$ cat src/rtl/fifo_pack_pkg.sv
// rtl/fifo_pack_pkg.sv - shared state encoding and count-width helper for the FIFO read packer
package fifo_pack_pkg;

    typedef enum logic [1:0] {
        ST_EMPTY = 2'd0,
        ST_FILL  = 2'd1,
        ST_FULL  = 2'd2
    } pack_state_t;

    // Bits needed to represent the values 0..value-1 (ceil(log2(value))).
    function automatic int clog2(input int value);
        int r;
        r = 0;
        while ((1 << r) < value) begin
            r = r + 1;
        end
        return r;
    endfunction

endpackage

$ cat src/rtl/fifo_pack_outreg.sv
// rtl/fifo_pack_outreg.sv - output beat register holding data/count stable under backpressure
module fifo_pack_outreg #(
    parameter int DW = 64,
    parameter int CW = 2
) (
    input  logic          rclk,
    input  logic          rrst_n,
    input  logic          load,
    input  logic [DW-1:0] load_data,
    input  logic [CW-1:0] load_count,
    input  logic          m_ready,
    output logic          slot_free,
    output logic          m_valid,
    output logic [DW-1:0] m_data,
    output logic [CW-1:0] m_count
);

    logic          valid_q, valid_d;
    logic [DW-1:0] data_q, data_d;
    logic [CW-1:0] count_q, count_d;

    // Slot may be refilled when empty or when the held beat transfers on this edge.
    always_comb begin
        slot_free = !valid_q || m_ready;
        valid_d   = valid_q;
        data_d    = data_q;
        count_d   = count_q;
        if (load) begin
            valid_d = 1'b1;
            data_d  = load_data;
            count_d = load_count;
        end else if (valid_q && m_ready) begin
            valid_d = 1'b0;
        end
    end

    // Beat register; data and count only change on a new load.
    always_ff @(posedge rclk or negedge rrst_n) begin
        if (!rrst_n) begin
            valid_q <= 1'b0;
            data_q  <= '0;
            count_q <= '0;
        end else begin
            valid_q <= valid_d;
            data_q  <= data_d;
            count_q <= count_d;
        end
    end

    assign m_valid = valid_q;
    assign m_data  = data_q;
    assign m_count = count_q;

endmodule

$ cat src/rtl/fifo_rd_packer.sv
// rtl/fifo_rd_packer.sv - packs RATIO FIFO words into one wide beat with flush and idle timeout
module fifo_rd_packer
    import fifo_pack_pkg::*;
#(
    parameter int DSIZE   = 32,
    parameter int RATIO   = 2,
    parameter int TIMEOUT = 16
) (
    input  logic                          rclk,
    input  logic                          rrst_n,
    input  logic                          rempty,
    input  logic [DSIZE-1:0]              rdata,
    output logic                          rinc,
    input  logic                          flush,
    output logic                          m_valid,
    input  logic                          m_ready,
    output logic [DSIZE*RATIO-1:0]        m_data,
    output logic [clog2(RATIO+1)-1:0]     m_count
);

    localparam int CW = clog2(RATIO + 1);
    localparam int W  = DSIZE * RATIO;

    pack_state_t state_q, state_d;
    logic [CW-1:0] idx_q, idx_d;
    logic [7:0]    idle_q, idle_d;
    logic [W-1:0]  data_q, data_d;

    logic          pop;
    logic [W-1:0]  acc;
    logic [CW-1:0] new_idx;
    logic          timeout_hit;
    logic          emit;
    logic          slot_free;
    logic          load;
    logic [W-1:0]  load_data;
    logic [CW-1:0] load_count;

    // Pop decision, lane insertion and group completion / partial emission.
    always_comb begin
        rinc = rrst_n && !rempty && (state_q != ST_FULL);
        pop  = rinc;

        acc = data_q;
        for (int k = 0; k < RATIO; k++) begin
            if (pop && (idx_q == CW'(k))) begin
                acc[k*DSIZE +: DSIZE] = rdata;
            end
        end
        new_idx     = idx_q + {{(CW-1){1'b0}}, pop};
        timeout_hit = (state_q == ST_FILL) && !pop && (idle_q == 8'(TIMEOUT - 1));
        // A completing pop wins over flush/timeout, so such a beat is always full.
        emit        = (new_idx == CW'(RATIO)) ||
                      ((new_idx != '0) && (flush || timeout_hit));

        state_d    = state_q;
        idx_d      = idx_q;
        idle_d     = idle_q;
        data_d     = data_q;
        load       = 1'b0;
        load_data  = acc;
        load_count = new_idx;

        if (state_q == ST_FULL) begin
            load_data  = data_q;
            load_count = idx_q;
            if (slot_free) begin
                load    = 1'b1;
                state_d = ST_EMPTY;
                idx_d   = '0;
                idle_d  = '0;
                data_d  = '0;
            end
        end else if (emit) begin
            if (slot_free) begin
                load    = 1'b1;
                state_d = ST_EMPTY;
                idx_d   = '0;
                idle_d  = '0;
                data_d  = '0;
            end else begin
                state_d = ST_FULL;
                idx_d   = new_idx;
                idle_d  = '0;
                data_d  = acc;
            end
        end else if (pop) begin
            state_d = ST_FILL;
            idx_d   = new_idx;
            idle_d  = '0;
            data_d  = acc;
        end else if (state_q == ST_FILL) begin
            idle_d = idle_q + 8'd1;
        end
    end

    // Packer state; reset discards any partially collected group.
    always_ff @(posedge rclk or negedge rrst_n) begin
        if (!rrst_n) begin
            state_q <= ST_EMPTY;
            idx_q   <= '0;
            idle_q  <= '0;
            data_q  <= '0;
        end else begin
            state_q <= state_d;
            idx_q   <= idx_d;
            idle_q  <= idle_d;
            data_q  <= data_d;
        end
    end

    fifo_pack_outreg #(
        .DW (W),
        .CW (CW)
    ) u_outreg (
        .rclk       (rclk),
        .rrst_n     (rrst_n),
        .load       (load),
        .load_data  (load_data),
        .load_count (load_count),
        .m_ready    (m_ready),
        .slot_free  (slot_free),
        .m_valid    (m_valid),
        .m_data     (m_data),
        .m_count    (m_count)
    );

endmodule

$ cat config.mk
export PLATFORM = sky130hd
export DESIGN_NAME = fifo_rd_packer
export DESIGN_NICKNAME = d
export VERILOG_FILES = /design/src/rtl/fifo_pack_pkg.sv /design/src/rtl/fifo_pack_outreg.sv /design/src/rtl/fifo_rd_packer.sv
export SDC_FILE = /design/constraint.sdc
export NUM_CORES = 1
export LEC_CHECK = 0
export ABC_AREA = 1
export CAP_MARGIN = 10
export CELL_PAD_IN_SITES_DETAIL_PLACEMENT = 1
export CELL_PAD_IN_SITES_GLOBAL_PLACEMENT = 1
export CORE_UTILIZATION = 34
export DETAILED_ROUTE_END_ITERATION = 8
export PLACE_DENSITY_LB_ADDON = 0.1
export SLEW_MARGIN = 5
export SYNTH_ARGS = -nofsm -noshare
export SYNTH_HDL_FRONTEND = slang
export SYNTH_SLANG_ARGS = --single-unit
$ cat constraint.sdc
create_clock -name rclk -period 2.4 [get_ports rclk]
set_clock_uncertainty 0.2 [all_clocks]
set_input_delay 0.24 -clock rclk [delete_from_list [all_inputs] [get_ports rclk]]
set_output_delay 0.24 -clock rclk [all_outputs]
set_load 0.005 [all_outputs]
After elaboration in Yosys (flattened, before gate mapping) --
Cells that the tools add are included.
Word-level totals: register bits after elaboration 143, input bits 37, output and inout port bits 68, logic and storage cells 65
Cells by class: add/subtract/negate cells 2, equality and inequality tests 7, muxes and demuxes 28, reductions and logical operators 21
Operators by type and width (count):
- 64-bit 2-to-1 mux | 6
- 32-bit 2-to-1 mux | 2
- 8-bit 2-to-1 mux | 5
- 2-bit 2-to-1 mux | 10
- 8-bit by 1-bit adder with 8-bit output (second input constant) | 1
- 8-bit by 4-bit == test with 1-bit output (second input constant) | 1
- 1-bit logical AND | 8
- 1-bit 2-to-1 mux | 5
- 2-bit by 1-bit == test with 1-bit output (second input constant) | 2
- 2-bit == test (second input constant) | 2
- 2-bit inequality test (second input constant) | 2
- 2-bit AND reduction | 2
- 2-bit nonzero test | 2
- 4-bit nonzero test | 1
- 1-bit zero test | 3
- 1-bit logical OR | 3
- 3-bit nonzero test | 1
- 2-bit by 1-bit adder with 2-bit output | 1
- 2-bit zero test | 1

Depth between registers and ports, before layout --
word-level depth 12, gate-level depth with buffers 18, mapped depth without buffers 14

Hierarchy --
A second synthesis with hierarchy kept.
Unflattened totals: cells, all modules 1217, area total of the unflattened synthesis 8114.0 µm²
Modules (own cells, without submodules):
- fifo_rd_packer | instances 1, cells each 934, area each 5604.1 µm², seq. area each 1901.8 µm²
- fifo_pack_outreg | instances 1, cells each 283, area each 2509.9 µm², seq. area each 1676.6 µm²

Least setup slack after synthesis --
OpenSTA, ideal clock, no wires.
kind register -> register, start point reg state_q[0], end point reg data_q[24], library setup time 0.118 ns, arrival time 2.226 ns, path slack -0.144 ns, stages on the path, launching flop included 17, cell sequence dfrtp_1 > inv_1 > ha_1 > buf_6 > inv_4 > nand3_4 > buf_6 > inv_1 > ha_1 > xnor2_1 > nand2_1 > nand2_4 > nand3_2 > buf_4 > buf_6 > nand3_1 > nand2_1
Between the ends: cells in the longest elaborated chain, start to end 10, elaborated cells between the ends (all ways) 22
Ends and longest elaborated chain:
- start: declaration | RTL line fifo_rd_packer.sv:24 | pack_state_t state_q, state_d;
- start signal: assignment | RTL line fifo_rd_packer.sv:105 | state_q <= state_d;
- 2-bit inequality test * | RTL line fifo_rd_packer.sv:41 | rinc = rrst_n && !rempty && (state_q != ST_FULL);
- 1-bit logical AND * | RTL line fifo_rd_packer.sv:41
- net rinc | RTL line fifo_rd_packer.sv:13 | output logic rinc,
- parallel branches: the longest is 8 deep, another holds 2-bit by 1-bit adder with 2-bit output
- end signal: assignment | RTL line fifo_rd_packer.sv:108 | data_q <= data_d;
- end: declaration | RTL line fifo_rd_packer.sv:27 | logic [W-1:0] data_q, data_d;
Mark *: on every way through the listed nets, which the timed path passes. The select of a mux whose other input is x is not followed. A chain may end at the register's enable or synchronous reset.

Worst setup path in the final report --
start point reg state_q[0], end point reg data_q[33]
Between the ends: cells in the longest elaborated chain, start to end 10, elaborated cells between the ends (all ways) 22
Ends and longest elaborated chain:
- parallel branches: the longest is 10 deep, another holds 2-bit by 1-bit adder with 2-bit output
Parallel ways; which one is timed is not known. The select of a mux whose other input is x is not followed.

==> results.json <==
{
  "die_w_um": 159,
  "min_delay_worst_endpoint": "u_outreg.m_data[29]$_DFFE_PN0P_",
  "viasPerCell": 4.87,
  "timing.fmax_ghz": 0.430,
  "layout_setup_ws_ps": 72.7,
  "hold_viol": 0,
  "gp_congestion": 0.767,
  "fill_cells": 2982,
  "grt_usage_pct": 21.5,
  "synth_top_area_share_pct": 42.9,
  "relSlewSlack_pct": 43.3,
  "max_cap_violations": 0,
  "fin_nets": 1363,
  "antenna_found_initial": 0,
  "tns_ps": 0,
  "routed_wl_um": 26600,
  "numPlacedInstances": 1611,
  "core_region_area_um2": 23800,
  "insertion_delay_ps": 440,
  "min_path_cells": 2,
  "critical_path_class": "reg -> reg",
  "r2r_end": "data_q[33]$_DFFE_PN0P_",
  "rsz0062_at_grt": "yes",
  "route.detailed.drc": 0,
  "io_pins": 105,
  "grt_pass1_wl_um": 42000,
  "required_ps": 2570,
  "post_drt_wl_per_cell_um": 16.1,
  "die_h_um": 159,
  "yosysSeqAreaShare_pct": 42.9,
  "initial_utilization_pct": 35.1,
  "finalSetupViolCount": 0,
  "path_max_fanout": 8,
  "clkPwrFrac_pct": 19.6,
  "peakVddDrop_uv": 840,
  "netlist_area_um2": 8330,
  "multiInputGateArea_um2": 3920,
  "drive_above_1_share_pct": 9.30,
  "max_slew.worst_pin.slew_ps": 850,
  "h-tree-depth": 4,
  "ctsLongestPathBuffers": 2,
  "grt_max_degree": 145,
  "first_iter_violations": 375,
  "synthCells": 1230,
  "period_share_pct": 97.0,
  "power.internal_uw": 8020,
  "cellPowerDensity_nw_per_um2": 1280,
  "worstRegToRegCells": 15,
  "num_rows": 56,
  "end_kind": "flip-flop",
  "min_path_type": "reg -> reg",
  "ys_ff_latch": 143,
  "fin_cells": 1653,
  "dp_slack_ps": -76.7,
  "hold_start": "u_outreg.m_data[29]$_DFFE_PN0P_",
  "power.switching_uw": 5680,
  "synth_fp_nets": 1271,
  "yosysWarnings": 0,
  "status": "finished, final reports clean",
  "crit_arrival_ps": 2490,
  "rr_startpoint": "state_q[0]$_DFFE_PN0P_",
  "seq_power_share_pct": 28.2,
  "synth_top_cell_by_area": "dfrtp_1",
  "numPortBuffers": 104,
  "syn_area_per_cell_um2": 6.77,
  "numCtsBuffers": 17,
  "path_clk_slew_ps": 70,
  "vias": 8043,
  "die_area_um2": 25100,
  "dr.pass1.iters": 4,
  "p_leak_uw": 0.00582,
  "synthTopCellsByArea": "dfrtp_1, nand2_1, nand3_1",
  "synth_cell_types": 28,
  "diodes": 0,
  "regArea_um2": 3580,
  "cts_tree": "yes",
  "grt_pass1_vias": 7976,
  "area_growth_pct": 28.8,
  "drv_slew": 0,
  "clock-sinks": 143,
  "min_period_ps": 2330,
  "drt.antenna.violating_nets": 0,
  "hpwl_um": 16100,
  "switching_share_pct": 41.5,
  "start_kind": "flip-flop",
  "pwr-share-comb_pct": 52.3,
  "cts-root-buf": "clkbuf_16",
  "overflow": 0,
  "regToRegSetupSlack_ps": 70
}
[area by class of cell]
class	instances	share of cell area, %
Timing Repair Buffer	158	16.6
Multi-Input combinational cell	882	36.6
Clock buffer	22	4.42
Clock inverter	9	1.01
Inverter	120	4.31
Sequential cell	143	33.3
Tap cell	319	3.72
[cells in the final DEF, fill, tap and decap left out, drive strengths merged]
master	count
nand2	437
nand3	150
nor2	146
dfrtp	143
o21ai	132
inv	107
clkdlybuf4s50	103
buf	48
clkbuf	28
clkinv	19
nand4	4
ha	4
or2	3
a21oi	2
nand3b	2
bufinv	2
xnor2	1
o21bai	1
clkinvlp	1
dlygate4sd3	1
[state kept, by name, summed over array words and instances (netlist names)]
| signal | flops |
|---|---|
| u_outreg.m_count | 2 |
| u_outreg.m_data | 64 |
| data_q | 64 |
| idle_q | 8 |
| state_q | 2 |
| u_outreg.m_valid | 1 |
| idx_q | 2 |
[routing by layer]
layer / GRT usage (%) / up-vias / part of all wire [%]
met4: 5.40 / 0 / 1.0
met3: 3.10 / 20 / 3.2
met2: 36.3 / 132 / 46
met5: 0 / - / 0
met1: 28.9 / 3887 / 50
li1: - / 4004 / -
[cells in the mapped netlist]
library cell and instances:
clkbuf_1 27, nand2_2 4, buf_2 26, o21bai_1 1
inv_4 1, dfrtp_1 143, xnor2_1 1, nor2_8 1
nor2_1 144, nor2_4 1, nand2_4 1, buf_6 15
nand3_1 147, o21ai_0 128, buf_4 10, nand2_1 432
inv_1 102, nand4_1 4, inv_2 3, or2_2 3
nand3_2 2, ha_1 4, a21oi_1 2, nand3_4 1
nand3b_1 2, buf_1 7, clkinv_1 14, o21ai_1 4
[worst max-delay path by stage]
stage | startpoint | to | slack (ps) | cells after the start
2_1_floorplan | state_q[0]$_DFFE_PN0P_ | data_q[24]$_DFFE_PN0P_ | -10 | 17
3_3_place_gp | rempty | data_q[59]$_DFFE_PN0P_ | -5 | 13
3_5_place_dp | rempty | data_q[33]$_DFFE_PN0P_ | -80 | 13
4_1_cts | state_q[0]$_DFFE_PN0P_ | data_q[53]$_DFFE_PN0P_ | 30 | 11
5_1_grt | state_q[0]$_DFFE_PN0P_ | idx_q[1]$_DFFE_PN0P_ | -50 | 15
6_report | state_q[0]$_DFFE_PN0P_ | data_q[33]$_DFFE_PN0P_ | 70 | 15
[kinds of logic after synthesis]
family                     Yosys count  synth area share (%)
AOI/OAI and AO/OA                  135                  8.14
xor gates and xnor gates             1                 0.105
adders and majority gates            4                 0.601
buffers and inverters              205                  11.5
DFF                                143                  42.9
and+or+nand+nor                    742                  36.7
[critical path, cell delays in order (launching register included)]
cell and delay [ps]:
dfrtp_1 380, inv_1 60, ha_2 200, inv_4 50, nand3_4 80, inv_6 40, ha_4 270, inv_4 40
nor2_4 70, nand2_2 90, nand2_4 120, nand3_4 140, nand2_8 210, clkbuf_16 190, nand2_1 60, nand2_1 60
[what timing repair did]
action,CTS,global route
endpoints found under the setup margin,1,136
pin swaps,0,16
hold buffers,1,0
endpoints found under the hold margin,143,0
gates cloned,0,7
buffers inserted,0,3
gates resized for setup,1,19
[stage by stage]
step                utilization, %  hold WS, ps  cell area [um2]  power [uW]
floorplan                        -         -256             8420        7940
global placement              41.6          254             9880       10400
detailed placement            41.6          259             9880       10600
CTS                           44.1          274            10500       13300
global route                  45.2          291            10700       14800
finish                        45.2          268            10700       13700
[power groups by stage]
stage	logic (uW)	registers (uW)	clock network, uW
after floorplan	4130	3810	0
after global placement	6570	3880	0
after detailed placement	6710	3880	0
after CTS	6750	3860	2740
after global routing	8050	3970	2820
final	7160	3860	2680
No activity file was read; power rests on OpenSTA's default activity.
